## src/rtl/sha256_pkg.sv

```systemverilog
// Shared SHA-256 constants and the hash-state controller's FSM encoding.
package sha256_pkg;

  localparam int unsigned SHA_WORD_W = 32;
  localparam int unsigned SHA_ROUNDS = 64;
  localparam int unsigned SHA_IDX_W  = 6;

  // Index 7 is H0 so the packed value matches the {H0..H7} bus ordering.
  localparam logic [7:0][31:0] SHA256_IV = {
    32'h6a09e667, 32'hbb67ae85, 32'h3c6ef372, 32'ha54ff53a,
    32'h510e527f, 32'h9b05688c, 32'h1f83d9ab, 32'h5be0cd19
  };

  typedef enum logic [1:0] {
    IDLE  = 2'd0,
    LOAD  = 2'd1,
    RUN   = 2'd2,
    ACCUM = 2'd3
  } hash_state_e;

endpackage

```

## src/rtl/sha256_h_accum.sv

```systemverilog
// Running hash words H0..H7: load the IV on init, add the core's working variables on accum.
module sha256_h_accum
  import sha256_pkg::*;
#(
  parameter int unsigned WORD_W = SHA_WORD_W
) (
  input  logic                  clk,
  input  logic                  rst,
  input  logic                  init,
  input  logic                  accum,
  input  logic [8*WORD_W-1:0]   wv_result,
  output logic [8*WORD_W-1:0]   h_state,
  output logic [8*WORD_W-1:0]   h_sum
);

  logic [8*WORD_W-1:0] iv_flat;

  // Each word adds independently; the carry out of a word is dropped.
  always_comb begin
    iv_flat = '0;
    h_sum   = '0;
    for (int unsigned i = 0; i < 8; i++) begin
      iv_flat[i*WORD_W +: WORD_W] = WORD_W'(SHA256_IV[i]);
      h_sum[i*WORD_W +: WORD_W]   = h_state[i*WORD_W +: WORD_W] + wv_result[i*WORD_W +: WORD_W];
    end
  end

  always_ff @(posedge clk) begin
    if (rst || init) begin
      h_state <= iv_flat;
    end else if (accum) begin
      h_state <= h_sum;
    end
  end

endmodule

```

## src/rtl/sha256_hash_state_ctrl.sv

```systemverilog
// Block sequencer for the SHA-256 compression datapath: block handshake, round stepping,
// hash-state initialisation and final digest capture.
module sha256_hash_state_ctrl
  import sha256_pkg::*;
#(
  parameter int unsigned WORD_W = SHA_WORD_W,
  parameter int unsigned ROUNDS = SHA_ROUNDS,
  parameter int unsigned IDX_W  = SHA_IDX_W
) (
  input  logic                  clk,
  input  logic                  rst,
  input  logic                  blk_valid,
  input  logic                  blk_first,
  input  logic                  blk_last,
  output logic                  blk_ready,
  input  logic                  abort,
  output logic                  wv_load,
  output logic                  round_en,
  output logic [IDX_W-1:0]      round_idx,
  input  logic [8*WORD_W-1:0]   wv_result,
  output logic [8*WORD_W-1:0]   h_state,
  output logic [8*WORD_W-1:0]   digest,
  output logic                  digest_valid,
  output logic                  seq_err
);

  localparam logic [IDX_W-1:0] LAST_IDX = IDX_W'(ROUNDS - 1);

  hash_state_e          state, state_next;
  logic [IDX_W-1:0]     round_cnt;
  logic                 msg_open;
  logic                 last_q;
  logic                 accept;
  logic                 init_h;
  logic                 accum_h;
  logic [8*WORD_W-1:0]  h_sum;

  // abort wins over acceptance and suppresses the accumulate.
  assign accept  = blk_valid && (state == IDLE) && !abort;
  assign init_h  = accept && (blk_first || !msg_open);
  assign accum_h = (state == ACCUM) && !abort;

  sha256_h_accum #(.WORD_W(WORD_W)) u_h_accum (
    .clk       (clk),
    .rst       (rst),
    .init      (init_h),
    .accum     (accum_h),
    .wv_result (wv_result),
    .h_state   (h_state),
    .h_sum     (h_sum)
  );

  always_comb begin
    state_next = state;
    blk_ready  = 1'b0;
    wv_load    = 1'b0;
    round_en   = 1'b0;
    round_idx  = '0;
    case (state)
      IDLE: begin
        blk_ready = 1'b1;
        if (accept) state_next = LOAD;
      end
      LOAD: begin
        wv_load    = 1'b1;
        state_next = RUN;
      end
      RUN: begin
        round_en  = 1'b1;
        round_idx = round_cnt;
        if (round_cnt == LAST_IDX) state_next = ACCUM;
      end
      ACCUM:   state_next = IDLE;
      default: state_next = IDLE;
    endcase
    if (abort) state_next = IDLE;
  end

  always_ff @(posedge clk) begin
    if (rst) begin
      state        <= IDLE;
      round_cnt    <= '0;
      msg_open     <= 1'b0;
      last_q       <= 1'b0;
      digest       <= '0;
      digest_valid <= 1'b0;
      seq_err      <= 1'b0;
    end else begin
      state        <= state_next;
      digest_valid <= 1'b0;
      seq_err      <= 1'b0;
      if (state == RUN && !abort && round_cnt != LAST_IDX) round_cnt <= round_cnt + 1'b1;
      else                                                 round_cnt <= '0;
      if (abort) begin
        msg_open <= 1'b0;
      end else if (accept) begin
        msg_open <= 1'b1;
        last_q   <= blk_last;
        // first-while-open restarts; non-first-while-closed starts fresh; both flag an error
        seq_err  <= (blk_first == msg_open);
      end else if (state == ACCUM && last_q) begin
        msg_open     <= 1'b0;
        digest       <= h_sum;
        digest_valid <= 1'b1;
      end
    end
  end

endmodule

```

## config.mk

```make
export PLATFORM = sky130hd
export DESIGN_NAME = sha256_hash_state_ctrl
export DESIGN_NICKNAME = d
export VERILOG_FILES = /design/src/rtl/sha256_pkg.sv /design/src/rtl/sha256_h_accum.sv /design/src/rtl/sha256_hash_state_ctrl.sv
export SDC_FILE = /design/constraint.sdc
export NUM_CORES = 1
export LEC_CHECK = 0
export CAP_MARGIN = 40
export CORE_AREA = 4 4 301 303
export CTS_BUF_LIST = sky130_fd_sc_hd__clkbuf_16
export DETAILED_ROUTE_END_ITERATION = 6
export DIE_AREA = 0 0 305 307
export GPL_ROUTABILITY_DRIVEN = 0
export HOLD_SLACK_MARGIN = 0.05
export SETUP_SLACK_MARGIN = 0.4
export SKIP_LAST_GASP = 1
export SLEW_MARGIN = 15
export SYNTH_ARGS = -nofsm -noshare
export SYNTH_HDL_FRONTEND = slang
export SYNTH_SLANG_ARGS = --single-unit
```

## constraint.sdc

```tcl
create_clock -name clk -period 3.7 [get_ports clk]
set_input_delay 0.74 -clock clk [delete_from_list [all_inputs] [get_ports clk]]
set_output_delay 0.74 -clock clk [all_outputs]
set_load 0.01 [all_outputs]
```

Word-level counts from Yosys, hierarchy flattened

Cells that the tools add are included.

Bits in registers: 524
Bits of input ports: 262
Word-level logic and storage cells: 58

Add/sub/neg operators: 9
Equality and inequality tests: 8
Mux-type cells: 10
Bitwise operators: 3
Reductions and logical operators: 20

Operators by type and width:

| kind                                                | number |
|---|---|
| adder 32 bit                                        | 8 |
| one-hot mux 2 bit (4 select lines)                  | 1 |
| logical AND 1 bit                                   | 7 |
| adder 6 x 1 -> 6 bit, second input constant         | 1 |
| equality test 6 bit, second input constant          | 1 |
| 2-to-1 mux 1 bit                                    | 6 |
| 2-to-1 mux 6 bit                                    | 1 |
| != test 6 bit, second input constant                | 1 |
| OR reduction 3 bit                                  | 2 |
| equality test 2 bit, second input constant          | 2 |
| 2-to-1 mux 2 bit                                    | 2 |
| != test 2 bit, second input constant                | 2 |
| AND reduction 2 bit                                 | 2 |
| OR reduction 2 bit                                  | 2 |
| NOT 1 bit                                           | 3 |
| AND reduction 3 bit                                 | 1 |
| equality test 2 x 1 -> 1 bit, second input constant | 1 |
| logical NOT 1 bit                                   | 2 |
| logical NOT 2 bit                                   | 1 |
| logical OR 1 bit                                    | 2 |
| nonzero test 2 bit                                  | 1 |
| equality test 1 bit                                 | 1 |

Depth between registers and ports, before layout

Gate-level depths: netlist of run 1.

Depth after elaboration: 5
Gate-level depth with buffers: 12

Cells and area by module

A second synthesis of run 1 with hierarchy kept.

Cell total of the unflattened synthesis: 3899
Area total of the unflattened synthesis: 33628.5 um2

By module, submodules not included:

| module                 | times used | cells an instance | area an instance (um2) | sequential area each (um2) |
|---|---|---|---|---|
| sha256_h_accum         | 1          | 2602              | 20933.8                | 5124.9 |
| sha256_hash_state_ctrl | 1          | 1297              | 12694.7                | 5365.1 |

Least setup slack after synthesis of run 1

No wires, ideal clock.

Kind: input -> register
Start: in wv_result[32]
End: reg digest[62]
Setup time: 0.122 ns
Data arrival time: 3.326 ns
Required time: 3.578 ns
Slack: 0.252 ns
Cell stages on the path: 11
Path through: ha_1 > fa_1 > a211o_1 > a21oi_4 > o22ai_2 > a211oi_2 > a21oi_2 > a221oi_4 > o221ai_2 > mux2i_1 > o311a_1

Cells in the longest elaborated chain, start to end: 1

RTL lines:

| what                 | RTL line                      | RTL |
|---|---|---|
| start, declared      | sha256_hash_state_ctrl.sv:20  | `input logic [8*WORD_W-1:0] wv_result,` |
| adder 32 bit         | sha256_h_accum.sv:24          | `h_sum[i*WORD_W +: WORD_W] = h_state[i*WORD_W +: WORD_W] + wv_result[i*WORD_W +: WORD_W];` |
| end signal, assigned | sha256_hash_state_ctrl.sv:103 | `digest <= h_sum;` |
| end, declared        | sha256_hash_state_ctrl.sv:22  | `output logic [8*WORD_W-1:0] digest,` |

Every way passes these cells.
A chain may end at the register's enable or synchronous reset.

Worst setup path in the final report of run 1

Start: in wv_result[201]
End: reg digest[222]

Same word-level chain as after synthesis.

==> reports/qor.json, run 1 <==
{
  "outcome": {
    "status": "complete, no violations"
  },
  "setup_path": {
    "critPathSlowestCell": "sky130_fd_sc_hd__clkdlybuf4s50_1",
    "start_point_of_the_critical_path": "wv_result[201]",
    "worst_path_required_ns": 4.26,
    "type_of_the_worst_setup_path": "in2reg",
    "number_of_cell_instances_on_the_worst_register_to_register_path": 11,
    "startpoint_type": "input pin",
    "timing.critical_path.arrival_ns": 3.79,
    "endpoint_kind": "register",
    "timing.critical_path.max_delay_family": "compound AO/OA/AOI/OAI gates",
    "crit_path_cells": "clkdlybuf4s50_1 > ha_1 > nand2_1 > or2_1 > o211ai_1 > nor3_1 > buf_4 > o221ai_1 > a31oi_2 > o21ai_2 > o41ai_4 > or4_1 > nand3_1",
    "worst_r2r_startpoint": "u_h_accum.h_state[32]",
    "critical_path_buf_inv_count": 2,
    "reg2reg_slack_ns": 0.60,
    "timing.critical_path.fanout_max": 4,
    "cp_slowest_stage_delay_ns": 0.49,
    "regToRegEndpoint": "digest[62]"
  },
  "yosys": {
    "synth_top_area_share_pct": 34.7,
    "netlist_area_um2": 30200,
    "yosysWarningCount": 0,
    "synth-async-reset-ratio_pct": 0,
    "synth_top_flop_cell": "sky130_fd_sc_hd__dfxtp_1",
    "post_synth_main_area_contributors": "sky130_fd_sc_hd__dfxtp_1 35%, sky130_fd_sc_hd__ha_1 11%, sky130_fd_sc_hd__nand2_1 9.6%",
    "syn_inst": 3863,
    "yosys.cell_types.count": 93,
    "synth_sequential_area_ratio_pct": 34.7,
    "number_of_flops_mapped_to_enable_cells_by_yosys": 0,
    "synth.ff_latch_count": 524,
    "syn_area_per_cell_um2": 7.82,
    "synth.largest_area_cell": "sky130_fd_sc_hd__dfxtp_1",
    "synth_nets": 4387
  },
  "clocking": {
    "cts.root.buffer_cell": "sky130_fd_sc_hd__clkbuf_16",
    "insertion_delay_ns": 0.63,
    "ctsHtreeMaxLevel": 3,
    "ctsLongestPathBuffers": 3,
    "post_cts_hold_buffer_count": 0,
    "cts_tree": "done",
    "path_clk_slew_ns": 0.05,
    "tritoncts.num_buffers": 68,
    "cts_num_sinks": 524
  },
  "global_routing": {
    "grt_antenna_before_repair": 18,
    "gr-total-overflow": 0,
    "first_global_vias": 30400,
    "wire_length_of_the_first_global_routing_pass_um": 184000,
    "grt_max_degree": 142,
    "grt_usage_pct": 25.0
  },
  "timing": {
    "final_worst_clock_skew_ns": 0.0243,
    "fmax_mhz": 309,
    "final_worst_path_period_share_pct": 87.5,
    "final_max_slew_viol_count": 0,
    "final.setup.worst_slack_ns": 0.464,
    "setup-violations-final": 0,
    "hold_viol": 0,
    "rsz_0062_raised_after_global_routing": "no",
    "slew_headroom_pct": 44.9,
    "post-route-min-period_ns": 3.24,
    "tightestPinTransition_ns": 0.827
  },
  "min_path": {
    "min_path_cells": 2,
    "worst_min_delay_path_category": "reg2reg",
    "min-delay-start": "digest[232]",
    "endpoint_of_the_worst_hold_path": "digest[232]"
  },
  "layout": {
    "syn_to_layout_area_delta_pct": 42.7,
    "drive_above_1_share_pct": 8.40,
    "n_fill_cell": 8550,
    "finalNetCount": 5258
  },
  "power_and_ir_drop": {
    "total_power_w": 0.0142,
    "powerDensity_nw_per_um2": 330,
    "leakagePower_nw": 17.1,
    "power.ir.vdd_worst_uv": 298
  },
  "placed_design": {
    "place_ws_ns": -0.334,
    "portBuffers": 784,
    "detailed_place_hpwl_um": 92100
  },
  "floorplan": {
    "die-height_um": 307,
    "die-width_um": 305,
    "fp-row-count": 109,
    "start_util_pct": 34.4,
    "pin_count": 785,
    "core-area_um2": 88000,
    "die_area_um2": 93600
  },
  "detailed_routing": {
    "wl_um": 123000,
    "dr.pass1.iters": 5,
    "routed-via-count": 31300,
    "route.antenna.remaining_nets": 0,
    "wl_per_cell_um": 20.7,
    "drt_first_iter_violations": 1752,
    "drc_errors": 0,
    "route.detailed.vias_per_inst": 5.24
  },
  "job": {
    "cap_violations": 0
  }
}
flip-flops by register name (all words and copies together) (netlist names):
register           cells
seq_err                1
digest_valid           1
msg_open               1
state                  2
digest               256
last_q                 1
round_cnt              6
u_h_accum.h_state    256
area by class of cell:
type | count | area (um^2) | area share [%]
clock inverter | 47 | 348 | 0.807
antenna | 16 | 40.0 | 0.0929
clock buffer | 73 | 1830 | 4.24
tap | 1165 | 1460 | 3.38
timing repair buffer | 998 | 9700 | 22.5
multi-input combinational | 3081 | 19000 | 44.1
sequential | 524 | 10500 | 24.3
inverter | 61 | 231 | 0.537
cells in the mapped netlist (12+ instances only):
master	n
sky130_fd_sc_hd__or3_1	12
sky130_fd_sc_hd__ha_1	254
sky130_fd_sc_hd__dfxtp_1	524
sky130_fd_sc_hd__nand3_1	147
sky130_fd_sc_hd__o21ai_1	17
sky130_fd_sc_hd__clkbuf_1	169
sky130_fd_sc_hd__o21a_1	31
sky130_fd_sc_hd__a21o_1	112
sky130_fd_sc_hd__nand4_1	35
sky130_fd_sc_hd__a21oi_1	522
sky130_fd_sc_hd__nand2b_1	20
sky130_fd_sc_hd__nand2_1	771
sky130_fd_sc_hd__o211ai_1	56
sky130_fd_sc_hd__nor2_1	271
sky130_fd_sc_hd__a211oi_1	62
sky130_fd_sc_hd__o21ai_0	176
sky130_fd_sc_hd__xnor2_1	149
sky130_fd_sc_hd__nor3_1	45
sky130_fd_sc_hd__and2_1	23
sky130_fd_sc_hd__buf_1	23
sky130_fd_sc_hd__o21bai_1	27
sky130_fd_sc_hd__xor2_1	78
sky130_fd_sc_hd__nor2b_1	23
sky130_fd_sc_hd__inv_1	61
sky130_fd_sc_hd__and3_1	28
sky130_fd_sc_hd__a31oi_1	29
worst register-to-register path, cell delays in order, from the launching register on:
cell                       delay (ns)
sky130_fd_sc_hd__dfxtp_2         0.33
sky130_fd_sc_hd__ha_4            0.17
sky130_fd_sc_hd__fa_2            0.38
sky130_fd_sc_hd__a211o_1         0.34
sky130_fd_sc_hd__a21oi_4         0.18
sky130_fd_sc_hd__o22ai_2         0.11
sky130_fd_sc_hd__a211oi_2        0.33
sky130_fd_sc_hd__a21oi_2         0.14
sky130_fd_sc_hd__a221oi_4        0.34
sky130_fd_sc_hd__o221ai_2        0.20
sky130_fd_sc_hd__mux2i_2         0.19
sky130_fd_sc_hd__o311a_1         0.29
metal layers:
metal	wire length, um	share of wire, %	global-route usage (%)	vias up
met5	47	0.038	0	-
li1	-	-	-	15400
met2	58900	48	43.0	957
met1	50600	41	30.1	14700
met3	9560	7.8	7.15	178
met4	4000	3.2	7.98	6
placed cells by master, fill, tap and decap left out, types with 7 or more instances in the layout:
cell type,synthesis,final
sky130_fd_sc_hd__clkdlybuf4s50_1,0,781
sky130_fd_sc_hd__nand2_1,771,771
sky130_fd_sc_hd__dfxtp_1,524,523
sky130_fd_sc_hd__a21oi_1,522,515
sky130_fd_sc_hd__nor2_1,271,271
sky130_fd_sc_hd__ha_1,254,252
sky130_fd_sc_hd__buf_4,0,195
sky130_fd_sc_hd__o21ai_0,176,170
sky130_fd_sc_hd__xnor2_1,149,146
sky130_fd_sc_hd__nand3_1,147,145
sky130_fd_sc_hd__a21o_1,112,112
sky130_fd_sc_hd__xor2_1,78,77
sky130_fd_sc_hd__clkbuf_16,0,73
sky130_fd_sc_hd__inv_1,61,67
sky130_fd_sc_hd__a211oi_1,62,59
sky130_fd_sc_hd__o211ai_1,56,56
sky130_fd_sc_hd__nor3_1,45,43
sky130_fd_sc_hd__nand4_1,35,35
sky130_fd_sc_hd__o21a_1,31,31
sky130_fd_sc_hd__o21bai_1,27,27
sky130_fd_sc_hd__and3_1,28,27
sky130_fd_sc_hd__a31oi_1,29,24
sky130_fd_sc_hd__and2_1,23,23
sky130_fd_sc_hd__nor2b_1,23,22
sky130_fd_sc_hd__o21ai_1,17,20
sky130_fd_sc_hd__nand2b_1,20,19
sky130_fd_sc_hd__clkinv_1,0,19
sky130_fd_sc_hd__buf_12,0,19
sky130_fd_sc_hd__diode_2,0,16
sky130_fd_sc_hd__or3_1,12,12
sky130_fd_sc_hd__or2_2,11,11
sky130_fd_sc_hd__a211o_1,11,11
sky130_fd_sc_hd__clkinv_2,0,10
sky130_fd_sc_hd__o31ai_1,11,9
sky130_fd_sc_hd__or4_1,9,9
sky130_fd_sc_hd__a21oi_2,3,8
sky130_fd_sc_hd__a41oi_1,8,8
sky130_fd_sc_hd__mux2i_1,11,8
sky130_fd_sc_hd__o21ai_2,4,7
worst max path at each step:
stage                     depth (start not counted)                      to  slack (ns)
after floorplan                                  12              digest[24]        0.40
after global placement                           15             digest[150]       -0.28
after detailed placement                         14  u_h_accum.h_state[152]       -0.33
after CTS                                        14             digest[222]        0.41
after global routing                             14  u_h_accum.h_state[156]        0.33
final                                            13             digest[222]        0.46
cell families (layout without fill, tap and decap cells):
logic type | count (synthesis) | after routing | share of synthesized area (%)
muxes | 11 | 11 | 0.364
xor gates and xnor gates | 228 | 228 | 6.65
DFF | 524 | 524 | 34.7
adders and majority gates | 262 | 262 | 11.0
and+or+nand+nor | 1416 | 1416 | 20.1
AOI/OAI and AO/OA | 1164 | 1164 | 23.9
other | 0 | 16 | 0
buffers and inverters | 258 | 1179 | 3.25
timing repair:
| item | CTS | global route |
|---|---|---|
| pin swaps | 2 | 31 |
| gates cloned | 0 | 0 |
| endpoints found under the setup margin | 7 | 68 |
| setup buffers | 0 | 5 |
| resized for setup | 4 | 49 |
per-stage QoR:
| stage | utilization, % | hold slack [ns] | cells | TNS [ns] | instance area (um^2) |
|---|---|---|---|---|---|
| 4_1_cts | 48.7 | 0.452 | 5944 | 0 | 42800 |
| 6_report | 49.0 | 0.452 | 5965 | 0 | 43100 |
| 3_3_place_gp | 46.2 | 0.441 | 5824 | -7.75 | 40600 |
| 3_5_place_dp | 46.2 | 0.446 | 5824 | -10.40 | 40600 |
| 5_1_grt | 49.0 | 0.468 | 5961 | 0 | 43100 |
| 2_1_floorplan | - | 0.426 | 3863 | 0 | 30200 |
power by group:
group	internal [W]	switching [W]	total (W)
Sequential	0.00565	0.00000330	0.00565
Combinational	0.000933	0.00109	0.00202
Clock	0.00389	0.00266	0.00655
Total	0.0105	0.00375	0.0142
Note: power is estimated with default switching activity, not from simulation.
==> inputs of run 2 (changes only) <==
==> constraint.sdc (replaced) <==
create_clock -name clk -period 2.92 [get_ports clk]
set_input_delay 0.584 -clock clk [delete_from_list [all_inputs] [get_ports clk]]
set_output_delay 0.584 -clock clk [all_outputs]
set_load 0.01 [all_outputs]
==> reports/qor.json, run 2 (synthesis results as in run 1) <==
{
  "layout": {
    "finalNetCount": {"value": 5715, "change": "+8.7%"},
    "drive_above_1_share": {"value": 25.0, "unit": "%", "change": "+17 points"},
    "finalCoreUtilization": {"value": 56.7, "unit": "%", "change": "+7.7 points"},
    "area_used_by_multi_input_combinational_logic": {"value": 22100, "unit": "um^2", "change": "+16%"},
    "syn_to_layout_area_delta_pct": 65.0,
    "fin_area": {"value": 49900, "unit": "um^2", "change": "+16%"},
    "reg.largest.list": "digest x256, u_h_accum.h_state x256, round_cnt x6",
    "mostFrequentLayoutCells": "747 x sky130_fd_sc_hd__nand2_1, 698 x sky130_fd_sc_hd__clkdlybuf4s50_1, 610 x sky130_fd_sc_hd__buf_4",
    "sequential_cell_area": {"value": 10600, "unit": "um^2", "change": "+0.81%"},
    "n_fill_cell": {"value": 7998, "change": "-6.5%"},
    "layout.cells.most_common": "sky130_fd_sc_hd__nand2_1"
  },
  "timing": {
    "hold_viol": {"value": 0, "change": "unchanged"},
    "tightestPinTransition": {"value": 0.865, "unit": "ns", "change": "+0.0381 ns"},
    "final_max_slew_viol_count": {"value": 0, "change": "unchanged"},
    "setup-violations-final": {"value": 0, "change": "unchanged"},
    "rsz_0062_raised_after_global_routing": "yes",
    "final.setup.worst_slack": {"value": 0.0107, "unit": "ns", "change": "-0.454 ns"},
    "fmax_mhz": 344,
    "post-route-min-period_ns": 2.91,
    "final_worst_path_period_share_pct": 99.6,
    "slew_headroom": {"value": 42.3, "unit": "%", "change": "-2.5 points"},
    "final_worst_clock_skew": {"value": 0.0321, "unit": "ns", "change": "+0.00786 ns"}
  },
  "placed_design": {
    "dpl-instance-area": {"value": 44500, "unit": "um^2", "change": "+9.4%"},
    "portBuffers": {"value": 784, "change": "unchanged"},
    "detailed_place_hpwl": {"value": 99400, "unit": "um", "change": "+7.9%"},
    "place_ws": {"value": -0.776, "unit": "ns", "change": "-0.443 ns"}
  },
  "detailed_routing": {
    "route.detailed.vias_per_inst": {"value": 5.23, "change": "-0.25%"},
    "drc_errors": {"value": 0, "change": "unchanged"},
    "wl": {"value": 133000, "unit": "um", "change": "+8.2%"},
    "wl_per_cell": {"value": 20.7, "unit": "um", "change": "+0.40%"},
    "dr.pass1.iters": {"value": 5, "change": "unchanged"},
    "route.antenna.remaining_nets": {"value": 0, "change": "unchanged"},
    "routed-via-count": {"value": 33600, "change": "+7.5%"},
    "drt_first_iter_violations": {"value": 1880, "change": "+7.3%"}
  },
  "setup_path": {
    "timing.critical_path.fanout_max": {"value": 4, "change": "unchanged"},
    "endpoint_kind": "register",
    "timing.critical_path.arrival": {"value": 3.45, "unit": "ns", "change": "-0.34 ns"},
    "type_of_the_worst_setup_path": "reg2reg",
    "startpoint_type": "register",
    "reg2reg_slack": {"value": 0.01, "unit": "ns", "change": "-0.59 ns"},
    "worst_path_required": {"value": 3.46, "unit": "ns", "change": "-0.80 ns"}
  },
  "outcome": {
    "status": "complete, no violations"
  },
  "clocking": {
    "tritoncts.num_buffers": {"value": 66, "change": "-2.9%"},
    "cts.root.buffer_cell": "sky130_fd_sc_hd__clkbuf_16",
    "cts_tree": "done",
    "ctsLongestPathBuffers": {"value": 3, "change": "unchanged"},
    "path_clk_slew": {"value": 0.06, "unit": "ns", "change": "about the same"},
    "insertion_delay": {"value": 0.62, "unit": "ns", "change": "about the same"},
    "ctsHtreeMaxLevel": {"value": 3, "change": "unchanged"},
    "post_cts_hold_buffer_count": {"value": 0, "change": "unchanged"},
    "cts_num_sinks": {"value": 524, "change": "unchanged"}
  },
  "global_routing": {
    "grt_max_degree": {"value": 109, "change": "-23%"},
    "grt_busiest_layer": "met2",
    "grt_antenna_before_repair": {"value": 25, "change": "+7"},
    "grt_util_met3": {"value": 6.88, "unit": "%", "change": "-0.27 points"},
    "gr-total-overflow": {"value": 0, "change": "unchanged"},
    "grt_usage": {"value": 26.8, "unit": "%", "change": "+1.8 points"},
    "first_global_vias": {"value": 33000, "change": "+8.9%"},
    "globalRouteMet2Util": {"value": 46.8, "unit": "%", "change": "+3.8 points"},
    "wire_length_of_the_first_global_routing_pass": {"value": 197000, "unit": "um", "change": "+6.9%"},
    "global_route.usage.met1": {"value": 31.1, "unit": "%", "change": "+0.95 points"}
  },
  "min_path": {
    "worst_min_delay_path_category": "in2reg"
  },
  "floorplan": {
    "pin_count": {"value": 785, "change": "unchanged"},
    "die_area": {"value": 93600, "unit": "um^2", "change": "unchanged"},
    "die-width": {"value": 305, "unit": "um", "change": "unchanged"},
    "start_util": {"value": 34.4, "unit": "%", "change": "unchanged"},
    "core-area": {"value": 88000, "unit": "um^2", "change": "unchanged"},
    "die-height": {"value": 307, "unit": "um", "change": "unchanged"},
    "fp-row-count": {"value": 109, "change": "unchanged"}
  },
  "job": {
    "cap_violations": {"value": 0, "change": "unchanged"}
  },
  "power_and_ir_drop": {
    "clock_network_fraction_of_total_power": {"value": 44.1, "unit": "%", "change": "-2.0 points"},
    "power.ir.vdd_worst": {"value": 486, "unit": "uV", "change": "+63%"},
    "internal_power": {"value": 0.0137, "unit": "W", "change": "+31%"},
    "leakagePower": {"value": 20.2, "unit": "nW", "change": "+18%"},
    "power_switching": {"value": 0.00523, "unit": "W", "change": "+39%"},
    "powerDensity": {"value": 380, "unit": "nW/um^2", "change": "+15%"},
    "p_comb_share": {"value": 18.2, "unit": "%", "change": "+4.0 points"},
    "p_sw_share": {"value": 27.6, "unit": "%", "change": "+1.2 points"},
    "seqPwrFrac": {"value": 37.7, "unit": "%", "change": "-2.0 points"}
  }
}
run 2: changes by cell type in the layout (fill, tap and decap cells not counted), moves of 39 or more:
cell | previous run | this run
sky130_fd_sc_hd__buf_4 | 195 | 610
sky130_fd_sc_hd__ha_4 | 2 | 87
sky130_fd_sc_hd__buf_6 | 0 | 39
sky130_fd_sc_hd__o21ai_1 | 20 | 59
sky130_fd_sc_hd__dfxtp_1 | 523 | 477
sky130_fd_sc_hd__dlygate4sd2_1 | 0 | 64
sky130_fd_sc_hd__ha_1 | 252 | 160
sky130_fd_sc_hd__o21ai_0 | 170 | 88
sky130_fd_sc_hd__a21oi_2 | 8 | 84
sky130_fd_sc_hd__clkdlybuf4s50_1 | 781 | 698
sky130_fd_sc_hd__a21oi_1 | 515 | 424
run 2: cell type report:
type                    count  share of cell area, %
repair buffers           1457                   26.7
flip-flops and latches    524                   21.2
inverters                  61                  0.462
well taps                1165                   2.92
clock inverters            51                   1.01
diodes                     23                  0.115
clock buffers              66                   3.31
multi-input cells        3081                   44.3
run 2: power groups by stage:
stage | clock network [W] | logic [W] | registers, W
after CTS | 0.00853 | 0.00320 | 0.00715
after global routing | 0.00881 | 0.00371 | 0.00714
after floorplan | 0 | 0.00158 | 0.00731
after global placement | 0 | 0.00301 | 0.00732
after detailed placement | 0 | 0.00301 | 0.00732
final | 0.00836 | 0.00345 | 0.00715
run 2: metal layers:
| metal | wire length [um] | up-vias |
|---|---|---|
| li1 | - | 16300 |
| met1 | 52800 | 16000 |
| met2 | 65600 | 1050 |
| met3 | 9720 | 245 |
| met4 | 5080 | 8 |
| met5 | 61 | - |
run 2: critical path: stages (launching register included):
cell and delay, ns:
sky130_fd_sc_hd__dfxtp_2 0.33, sky130_fd_sc_hd__ha_4 0.18, sky130_fd_sc_hd__fa_2 0.38, sky130_fd_sc_hd__a21oi_2 0.14, sky130_fd_sc_hd__nor2b_2 0.06, sky130_fd_sc_hd__a311o_2 0.40
sky130_fd_sc_hd__o211ai_4 0.22, sky130_fd_sc_hd__o41ai_4 0.13, sky130_fd_sc_hd__a31oi_4 0.22, sky130_fd_sc_hd__o2111ai_2 0.16, sky130_fd_sc_hd__nand4_1 0.14, sky130_fd_sc_hd__or3b_1 0.36
sky130_fd_sc_hd__a21oi_2 0.11
run 2: stage by stage:
step | power [W] | setup TNS [ns] | std cells | hold WS [ns]
global placement | 0.0103 | -116.28 | 6194 | 0.442
detailed placement | 0.0103 | -121.69 | 6194 | 0.447
finish | 0.0190 | 0 | 6428 | 0.414
global route | 0.0197 | -1.77 | 6422 | 0.412
CTS | 0.0189 | -0.0782 | 6357 | 0.384
floorplan | 0.00890 | -0.661 | 3863 | 0.426
run 2: timing repair:
| action | CTS | global route |
|---|---|---|
| endpoints found under the hold margin | 0 | 0 |
| gates resized for setup | 318 | 265 |
| pin swaps | 212 | 206 |
| setup buffers | 46 | 48 |
| setup endpoints to repair | 242 | 277 |
run 2: final timing paths:
kind                 to             startpoint  cells past startpoint
max reg2reg  digest[94]  u_h_accum.h_state[64]                     12
min reg2reg  digest[40]             digest[40]                      2
min          digest[51]                    rst                      2
max          digest[94]  u_h_accum.h_state[64]                     12
